<file path="src/rtl/exibidor_sequencia_if.sv">
// exibidor_sequencia_if
// Groups every signal exchanged between the sequence display block, the
// game FSM and the pattern ROM. The display block uses the slave modport.
// The controlling side (game FSM plus ROM) uses the master modport.
//   iniciar      start request from the game FSM
//   abortar      synchronous abort from the game FSM
//   comprimento  index of the last item to show (items = comprimento+1)
//   dado_rom     ROM data for the current endereco, one cycle late
//   endereco     ROM address driven by the display block
//   leds         LED drive for the four player LEDs
//   ocupado      sequence in progress
//   pronto       one-cycle pulse when the whole sequence has been shown
//   db_estado    current FSM state code, for debug displays
interface exibidor_sequencia_if;
    logic       iniciar;
    logic       abortar;
    logic [3:0] comprimento;
    logic [3:0] dado_rom;
    logic [3:0] endereco;
    logic [3:0] leds;
    logic       ocupado;
    logic       pronto;
    logic [3:0] db_estado;

    modport slave (
        input  iniciar,
        input  abortar,
        input  comprimento,
        input  dado_rom,
        output endereco,
        output leds,
        output ocupado,
        output pronto,
        output db_estado
    );

    modport master (
        output iniciar,
        output abortar,
        output comprimento,
        output dado_rom,
        input  endereco,
        input  leds,
        input  ocupado,
        input  pronto,
        input  db_estado
    );
endinterface

</file>
<file path="src/rtl/exibidor_sequencia.sv">
// exibidor_sequencia
// This block is the presentation end of the MindFocus play loop. It reads the
// target pattern from a 16x4 synchronous ROM. It flashes one item at a time
// on the four player LEDs, with a dark gap after each item. It then pulses
// pronto so the game FSM can start accepting button presses.
// Ports:
//   clock   system clock, rising edge
//   reset   synchronous, active-high, highest priority
//   bus     exibidor_sequencia_if.slave. Carries these signals:
//           iniciar, abortar, comprimento and dado_rom (inputs);
//           endereco, leds, ocupado, pronto and db_estado (outputs).
// Parameters:
//   ON_CYCLES   cycles each item stays lit (>= 1)
//   OFF_CYCLES  dark cycles after each item (>= 1)
module exibidor_sequencia #(
    parameter int ON_CYCLES  = 25000000,
    parameter int OFF_CYCLES = 12500000
) (
    input  logic                   clock,
    input  logic                   reset,
    exibidor_sequencia_if.slave    bus
);

    // Timer only ever counts up to the larger of the two phase lengths minus one.
    localparam int MAX_CYC = (ON_CYCLES > OFF_CYCLES) ? ON_CYCLES : OFF_CYCLES;
    localparam int TW      = (MAX_CYC < 1) ? 1 : $clog2(MAX_CYC + 1);
    localparam logic [TW-1:0] ON_LAST  = TW'(ON_CYCLES - 1);
    localparam logic [TW-1:0] OFF_LAST = TW'(OFF_CYCLES - 1);

    typedef enum logic [2:0] {
        OCIOSO     = 3'd0,
        ESPERA_ROM = 3'd1,
        CAPTURA    = 3'd2,
        ACENDE     = 3'd3,
        APAGA      = 3'd4,
        PROXIMO    = 3'd5,
        FIM        = 3'd6
    } estado_t;

    estado_t        r_estado;
    logic [TW-1:0]  r_timer;
    logic [3:0]     r_ult;
    logic [3:0]     r_item;
    logic [3:0]     r_endereco;
    logic [3:0]     r_leds;
    logic           r_ocupado;
    logic           r_pronto;

    // This is the sequencing FSM. Every output register is updated together
    // with the state it belongs to, so the outputs always match r_estado.
    // Abort clears the same registers that reset clears, so the two share
    // one branch. Abort also wins over a simultaneous iniciar.
    // The ROM is synchronous. ESPERA_ROM gives it one cycle to present the
    // word for the new address, and CAPTURA then stores that word.
    // comprimento is latched at start. Changes while busy have no effect.
    always_ff @(posedge clock) begin
        if (reset || bus.abortar) begin
            r_estado   <= OCIOSO;
            r_timer    <= '0;
            r_ult      <= 4'd0;
            r_item     <= 4'd0;
            r_endereco <= 4'd0;
            r_leds     <= 4'd0;
            r_ocupado  <= 1'b0;
            r_pronto   <= 1'b0;
        end else begin
            r_pronto <= 1'b0;
            case (r_estado)
                OCIOSO: begin
                    if (bus.iniciar) begin
                        r_ult      <= bus.comprimento;
                        r_endereco <= 4'd0;
                        r_ocupado  <= 1'b1;
                        r_estado   <= ESPERA_ROM;
                    end
                end
                ESPERA_ROM: begin
                    r_estado <= CAPTURA;
                end
                CAPTURA: begin
                    r_item   <= bus.dado_rom;
                    r_leds   <= bus.dado_rom;
                    r_timer  <= '0;
                    r_estado <= ACENDE;
                end
                ACENDE: begin
                    // An all-zero item is still given its full lit slot.
                    // The LEDs simply stay dark for that slot.
                    if (r_timer == ON_LAST) begin
                        r_timer  <= '0;
                        r_leds   <= 4'd0;
                        r_estado <= APAGA;
                    end else begin
                        r_timer <= r_timer + 1'b1;
                        r_leds  <= r_item;
                    end
                end
                APAGA: begin
                    if (r_timer == OFF_LAST) begin
                        r_timer  <= '0;
                        r_estado <= PROXIMO;
                    end else begin
                        r_timer <= r_timer + 1'b1;
                    end
                end
                PROXIMO: begin
                    // The address stops at the last item, so it never wraps.
                    // It keeps that value after FIM until the next start.
                    if (r_endereco == r_ult) begin
                        r_pronto <= 1'b1;
                        r_estado <= FIM;
                    end else begin
                        r_endereco <= r_endereco + 4'd1;
                        r_estado   <= ESPERA_ROM;
                    end
                end
                FIM: begin
                    r_ocupado <= 1'b0;
                    r_estado  <= OCIOSO;
                end
                default: begin
                    r_estado <= OCIOSO;
                end
            endcase
        end
    end

    assign bus.endereco  = r_endereco;
    assign bus.leds      = r_leds;
    assign bus.ocupado   = r_ocupado;
    assign bus.pronto    = r_pronto;
    assign bus.db_estado = {1'b0, r_estado};

endmodule

</file>
<file path="src/flat_wrapper.sv">
// flat-port wrapper written by rule: the top's interface ports become plain ports
module exibidor_sequencia_flat 
#(
    parameter int ON_CYCLES  = 25000000,
    parameter int OFF_CYCLES = 12500000
)
  (clock, reset, bus_iniciar, bus_abortar, bus_comprimento, bus_dado_rom, bus_endereco, bus_leds, bus_ocupado, bus_pronto, bus_db_estado);
  exibidor_sequencia_if bus_i ();
  input  logic clock;
  input  logic reset;
  input wire logic [$bits(bus_i.iniciar)-1:0] bus_iniciar;
  input wire logic [$bits(bus_i.abortar)-1:0] bus_abortar;
  input wire logic [$bits(bus_i.comprimento)-1:0] bus_comprimento;
  input wire logic [$bits(bus_i.dado_rom)-1:0] bus_dado_rom;
  output wire logic [$bits(bus_i.endereco)-1:0] bus_endereco;
  output wire logic [$bits(bus_i.leds)-1:0] bus_leds;
  output wire logic [$bits(bus_i.ocupado)-1:0] bus_ocupado;
  output wire logic [$bits(bus_i.pronto)-1:0] bus_pronto;
  output wire logic [$bits(bus_i.db_estado)-1:0] bus_db_estado;
  assign bus_i.iniciar = bus_iniciar;
  assign bus_i.abortar = bus_abortar;
  assign bus_i.comprimento = bus_comprimento;
  assign bus_i.dado_rom = bus_dado_rom;
  assign bus_endereco = bus_i.endereco;
  assign bus_leds = bus_i.leds;
  assign bus_ocupado = bus_i.ocupado;
  assign bus_pronto = bus_i.pronto;
  assign bus_db_estado = bus_i.db_estado;
  exibidor_sequencia #(.ON_CYCLES(ON_CYCLES), .OFF_CYCLES(OFF_CYCLES)) u_core (.clock(clock), .reset(reset), .bus(bus_i));
endmodule
</file>
<file path="config.mk">
export PLATFORM = sky130hd
export DESIGN_NAME = exibidor_sequencia_flat
export DESIGN_NICKNAME = d
export VERILOG_FILES = /design/src/rtl/exibidor_sequencia_if.sv /design/src/rtl/exibidor_sequencia.sv /design/src/flat_wrapper.sv
export SDC_FILE = /design/constraint.sdc
export NUM_CORES = 1
export LEC_CHECK = 0
export CAP_MARGIN = 0
export CORE_UTILIZATION = 50
export CTS_CLUSTER_DIAMETER = 50
export DETAILED_ROUTE_END_ITERATION = 7
export GPL_TIMING_DRIVEN = 0
export MAX_ROUTING_LAYER = met4
export PLACE_DENSITY = 0.82
export SLEW_MARGIN = 40
export SYNTH_ARGS = -nofsm -noshare
export SYNTH_HDL_FRONTEND = slang
export SYNTH_SLANG_ARGS = --single-unit
</file>
<file path="constraint.sdc">
create_clock -name clock -period 4.8 [get_ports clock]
set_input_delay 0.96 -clock clock [delete_from_list [all_inputs] [get_ports clock]]
set_output_delay 0.96 -clock clock [all_outputs]
set_load 0.01 [all_outputs]
</file>
## Yosys cells after proc, flatten, opt, wreduce, memory -nomap -nowiden

Index checks and enable logic that the tools add are counted.

| cells by class | value |
|---|---|
| $add $sub $neg | 2 |
| bitwise operators | 1 |
| multiplexer cells | 16 |
| equal/unequal tests | 13 |
| reductions and logical operators | 11 |

Operator list:

| kind | count |
|---|---|
| 25-bit case mux with 3 select lines | 1 |
| 25-bit two-way mux | 2 |
| 25-bit by 1-bit adder with 25-bit output, second input constant | 1 |
| 25-bit by 24-bit equality test with 1-bit output, second input constant | 1 |
| 25-bit equality test, second input constant | 1 |
| 3-bit case mux with 6 select lines | 1 |
| 4-bit case mux with 2 select lines | 2 |
| 3-bit two-way mux | 4 |
| 4-bit two-way mux | 3 |
| 3-bit equality test, second input constant | 3 |
| 3-bit by 2-bit equality test with 1-bit output, second input constant | 2 |
| 3-bit AND reduction | 2 |
| 2-bit nonzero test | 3 |
| 4-bit by 1-bit adder with 4-bit output, second input constant | 1 |
| 4-bit equality test | 1 |
| 2-bit by 1-bit != test with 1-bit output, second input constant | 2 |
| 2-bit != test, second input constant | 2 |
| 2-bit AND reduction | 2 |
| 3-bit by 1-bit equality test with 1-bit output, second input constant | 1 |
| 3-bit zero test | 1 |
| 3-bit nonzero test | 1 |
| 1-bit two-way mux | 2 |
| 1-bit case mux with 2 select lines | 1 |
| 2-bit OR reduction | 1 |
| 2 further kinds | 2 |

| storage, ports and cells | value |
|---|---|
| flip-flop bits (word level) | 46 |
| input port bits | 12 |

## Logic depth before layout (Yosys ltp)

| depth | value |
|---|---|
| depth after elaboration | 3 |
| depth in mapped cells | 7 |
| mapped depth without buffers | 6 |

## Worst setup path before layout

No wires, ideal clock.

| timing path | value |
|---|---|
| path type | input-to-reg |
| from | input port bus_abortar |
| to | register u_core.r_timer[16] |
| arrival time | 1.960 ns |
| stages on the path | 5 |
| slack | 2.779 ns |
| path through | nor2_1 -> clkbuf_1 -> clkbuf_1 -> o221ai_1 -> nand2_1 |

| on the way | value |
|---|---|
| word-level cells in the longest chain between the ends | 1 |

Ends and longest elaborated chain:

| item | RTL line | source |
|---|---|---|
| from (decl) | flat_wrapper.sv:12 | `input wire logic [$bits(bus_i.abortar)-1:0] bus_abortar;` |
| 1-bit logical OR | exibidor_sequencia.sv:57 | `if (reset \|\| bus.abortar) begin` |
| to (signal assigned) | exibidor_sequencia.sv:94 | `r_timer <= r_timer + 1'b1;` |
| to (signal assigned) | exibidor_sequencia.sv:103 | `r_timer <= r_timer + 1'b1;` |
| to (decl) | exibidor_sequencia.sv:41 | `logic [TW-1:0] r_timer;` |

No other way between the ends.
A chain may end at the register's enable or synchronous reset.

## Worst setup path in the final report

| timing path | value |
|---|---|
| from | input port bus_abortar |
| to | register u_core.r_timer[21] |

Same word-level chain as after synthesis.

==> results.py <==
metrics = {
    "detailed_routing": {
        "drt_pass1_iterations": 5,
        "drc": 0,
        "wl_per_cell_um": 15.6,
        "drt_wl_total_mm": 6.83,
        "viasPerCell": 6.10,
        "antenna_left": 0,
        "vias": 2671,
        "first_iter_violations": 220,
    },
    "worst_hold_path": {
        "hold_path_startpoint": "u_core.r_item[0]$_SDFFE_PP0P_",
        "hold_class": "reg2reg",
    },
    "worst_setup_path": {
        "crit_type": "in2reg",
        "slowest_stage": "clkbuf_1",
        "cp.arrival_ns": 2.90,
        "crit_path_start_kind": "primary input",
        "cpPeakStageDelay_ns": 0.46,
        "worstSetupStartpoint": "bus_abortar",
        "cp_top_family": "buffers and inverters",
        "crit_path_end_kind": "flip-flop",
        "reg2reg_from": "u_core.r_timer[0]$_SDFFE_PP0P_",
        "critPathMaxFanout": 10,
        "critical_path_buf_inv_count": 3,
        "path_cells": "clkdlybuf4s50_1, nor2_1, clkbuf_1, clkbuf_1, o221ai_1, nand2_1",
        "cp.required_ns": 5.05,
        "cpMostUsedCell": "clkbuf_1",
    },
    "synth": {
        "yosysWarnings": 0,
        "ys_seq_elements": 46,
        "synthFlopType": "dfxtp_1",
        "synth_edf_count": 0,
        "synth_cell_types": 51,
        "synth.avg_cell_area_sq_um": 7.80,
        "syn_inst": 337,
        "synth_area_sq_mm": 0.00263,
        "syn_nets": 351,
        "seq_area_frac_synth": 0.350,
        "ys_async_sr_fraction": 0,
    },
    "cells_and_area": {
        "stdcell_count": 438,
        "fin_util": 0.605,
        "fillCellCount": 484,
        "final_nets": 382,
        "drive_gt1_frac": 0.0516,
        "area_growth_pct": 16.8,
        "fin_area_sq_mm": 0.00307,
        "num_antenna_cells": 0,
    },
    "global_routing": {
        "grt_pass1_vias": 2403,
        "track_usage": 0.270,
        "antenna_found_initial": 0,
        "grt_pass1_wl_mm": 11.2,
        "grt_max_degree": 14,
        "overflow": 0,
    },
    "cts": {
        "post_cts_buffers": 0,
        "cts_max_path_buffers": 2,
        "numCtsBuffers": 5,
        "hold_buffers": 0,
        "clk_latency_ns": 0.30,
        "cts_tree": "done",
        "htree_num_levels": 2,
        "clk_pin_slew_ns": 0.09,
        "cts_resized": 0,
        "cts.sinks": 46,
        "cts_root_buffer": "clkbuf_8",
    },
    "run": {
        "drv_cap": 0,
    },
    "placement": {
        "hpwl_mm": 4.85,
        "port_buffers": 24,
        "post-place-cells": 431,
        "place_congestion": 0.947,
        "place_ws_ns": 1.87,
        "post_dp_cell_area_sq_mm": 0.00296,
    },
    "floorplanning": {
        "start_util": 0.518,
        "core_sq_mm": 0.00507,
        "die_w_um": 74.5,
        "die-area_sq_mm": 0.00555,
        "num_io_pins": 26,
        "fp.dieH_um": 74.5,
        "rows": 26,
    },
    "timing": {
        "relSlewSlack": 0.546,
        "finClkSkew_ns": 0.0140,
        "setup_viol_count_final": 0,
        "rsz0062_at_grt": "no",
        "finalHoldViolCount": 0,
        "tightest_slew_ns": 0.681,
        "post-route-min-period_ns": 2.65,
        "maxSlewViolCount": 0,
        "period_share": 0.552,
        "fin_ws_ns": 2.15,
        "max_freq_mhz": 378,
        "setup-tns-final_ns": 0,
    },
    "outcome": {
        "status": "completed",
    },
    "pwr": {
        "p_leak_nw": 1.01,
        "power_density_mw_per_mm2": 244,
        "vdd_drop_max_v": 0.000192,
    },
}
report_power, final:
group | total, mW | internal [mW] | switching, mW
logic | 0.0554 | 0.0235 | 0.0320
clock network | 0.300 | 0.167 | 0.133
registers | 0.393 | 0.387 | 0.00614
through the flow:
| step | total power [mW] | hold WS (ns) |
|---|---|---|
| final | 0.748 | 0.482 |
| after detailed placement | 0.456 | 0.470 |
| after CTS | 0.750 | 0.484 |
| after floorplan | 0.433 | 0.453 |
| after global placement | 0.455 | 0.463 |
| after global routing | 0.771 | 0.500 |
layout make-up:
cell class	instances	area, sq um	share of cell area
Buffer	26	115	0.0375
Timing Repair Buffer	24	240	0.0783
Tap cell	70	87.6	0.0285
Clock buffer	6	82.6	0.0269
Multi-Input combinational cell	256	1560	0.508
Inverter	9	33.8	0.0110
Clock inverter	1	30.0	0.00979
Sequential cell	46	921	0.300
path summary, 6_finish.rpt:
check,to,slack (ns),cells past startpoint
worst max register to register,u_core.r_timer[13]$_SDFFE_PP0P_,2.38,7
worst min register to register,u_core.r_item[0]$_SDFFE_PP0P_,0.48,2
worst min-delay path,u_core.r_item[0]$_SDFFE_PP0P_,0.48,2
worst max-delay path,u_core.r_timer[21]$_SDFFE_PP0P_,2.15,6
state kept, by name, summed over array words and instances (netlist names):
| name | count |
|---|---|
| u_core.bus.pronto | 1 |
| u_core.r_ult | 4 |
| u_core.bus.endereco | 4 |
| u_core.bus.leds | 4 |
| u_core.r_timer | 25 |
| u_core.r_item | 4 |
| u_core.r_estado | 3 |
| u_core.bus.ocupado | 1 |
synthesized netlist by cell type, types with 2 or more instances:
library cell,number,share of area
nor4_1,5,0.012
nor2b_1,5,0.012
a21oi_1,14,0.027
inv_1,9,0.013
and3_1,2,0.0048
nand2b_1,6,0.014
a31oi_1,5,0.012
a21boi_0,4,0.011
and4_1,6,0.020
or3_1,3,0.0071
clkbuf_1,20,0.029
o31a_1,3,0.010
xnor2_1,4,0.013
o2111ai_1,3,0.010
dfxtp_1,46,0.35
buf_4,2,0.0057
ha_1,2,0.0095
a22oi_1,5,0.014
and2_1,5,0.012
mux2i_1,4,0.015
o21ai_0,10,0.019
or2_2,3,0.0071
o22ai_1,4,0.0095
nor3b_1,2,0.0057
o221ai_1,10,0.033
or4_1,3,0.0086
nand4_1,12,0.029
or4bb_1,2,0.0086
nand3_1,9,0.017
nor2_1,31,0.044
nor3_1,9,0.017
o211ai_1,20,0.057
a222oi_1,3,0.011
buf_2,2,0.0038
nand2_1,48,0.069
cell families (layout without fill, tap and decap cells):
logic type | count (synthesis) | in the layout | synth area share
DFF | 46 | 46 | 0.350
muxes | 4 | 4 | 0.0152
adders and majority gates | 2 | 2 | 0.00952
other | 1 | 1 | 0.00143
AOI/OAI and AO/OA | 88 | 88 | 0.237
and+or+nand+nor | 157 | 157 | 0.316
buffers and inverters | 35 | 66 | 0.0567
xor gates and xnor gates | 4 | 4 | 0.0133
routing by layer:
layer / GRT usage / vias up / share of wire
li1: - / 1315 / -
met1: 0.377 / 1228 / 0.46
met2: 0.393 / 113 / 0.44
met3: 0.0501 / 15 / 0.082
met4: 0.0860 / 0 / 0.015
met5: - / - / 0
worst register-to-register path: stages, from the launching register on:
cell,delay [ns]
dfxtp_1,0.35
ha_1,0.26
and4_1,0.29
and4b_1,0.22
a31oi_1,0.39
clkbuf_1,0.48
o211ai_1,0.19
a22oi_1,0.17
layout by cell type, fill, tap and decap left out, types with 10 or more instances in the layout:
cell type and instances:
a21oi_1 14, clkbuf_1 20, clkdlybuf4s50_1 24, dfxtp_1 46
nand2_1 48, nand4_1 12, nor2_1 31, o211ai_1 20
o21ai_0 10, o221ai_1 10
(Power assumes the default switching activity.)
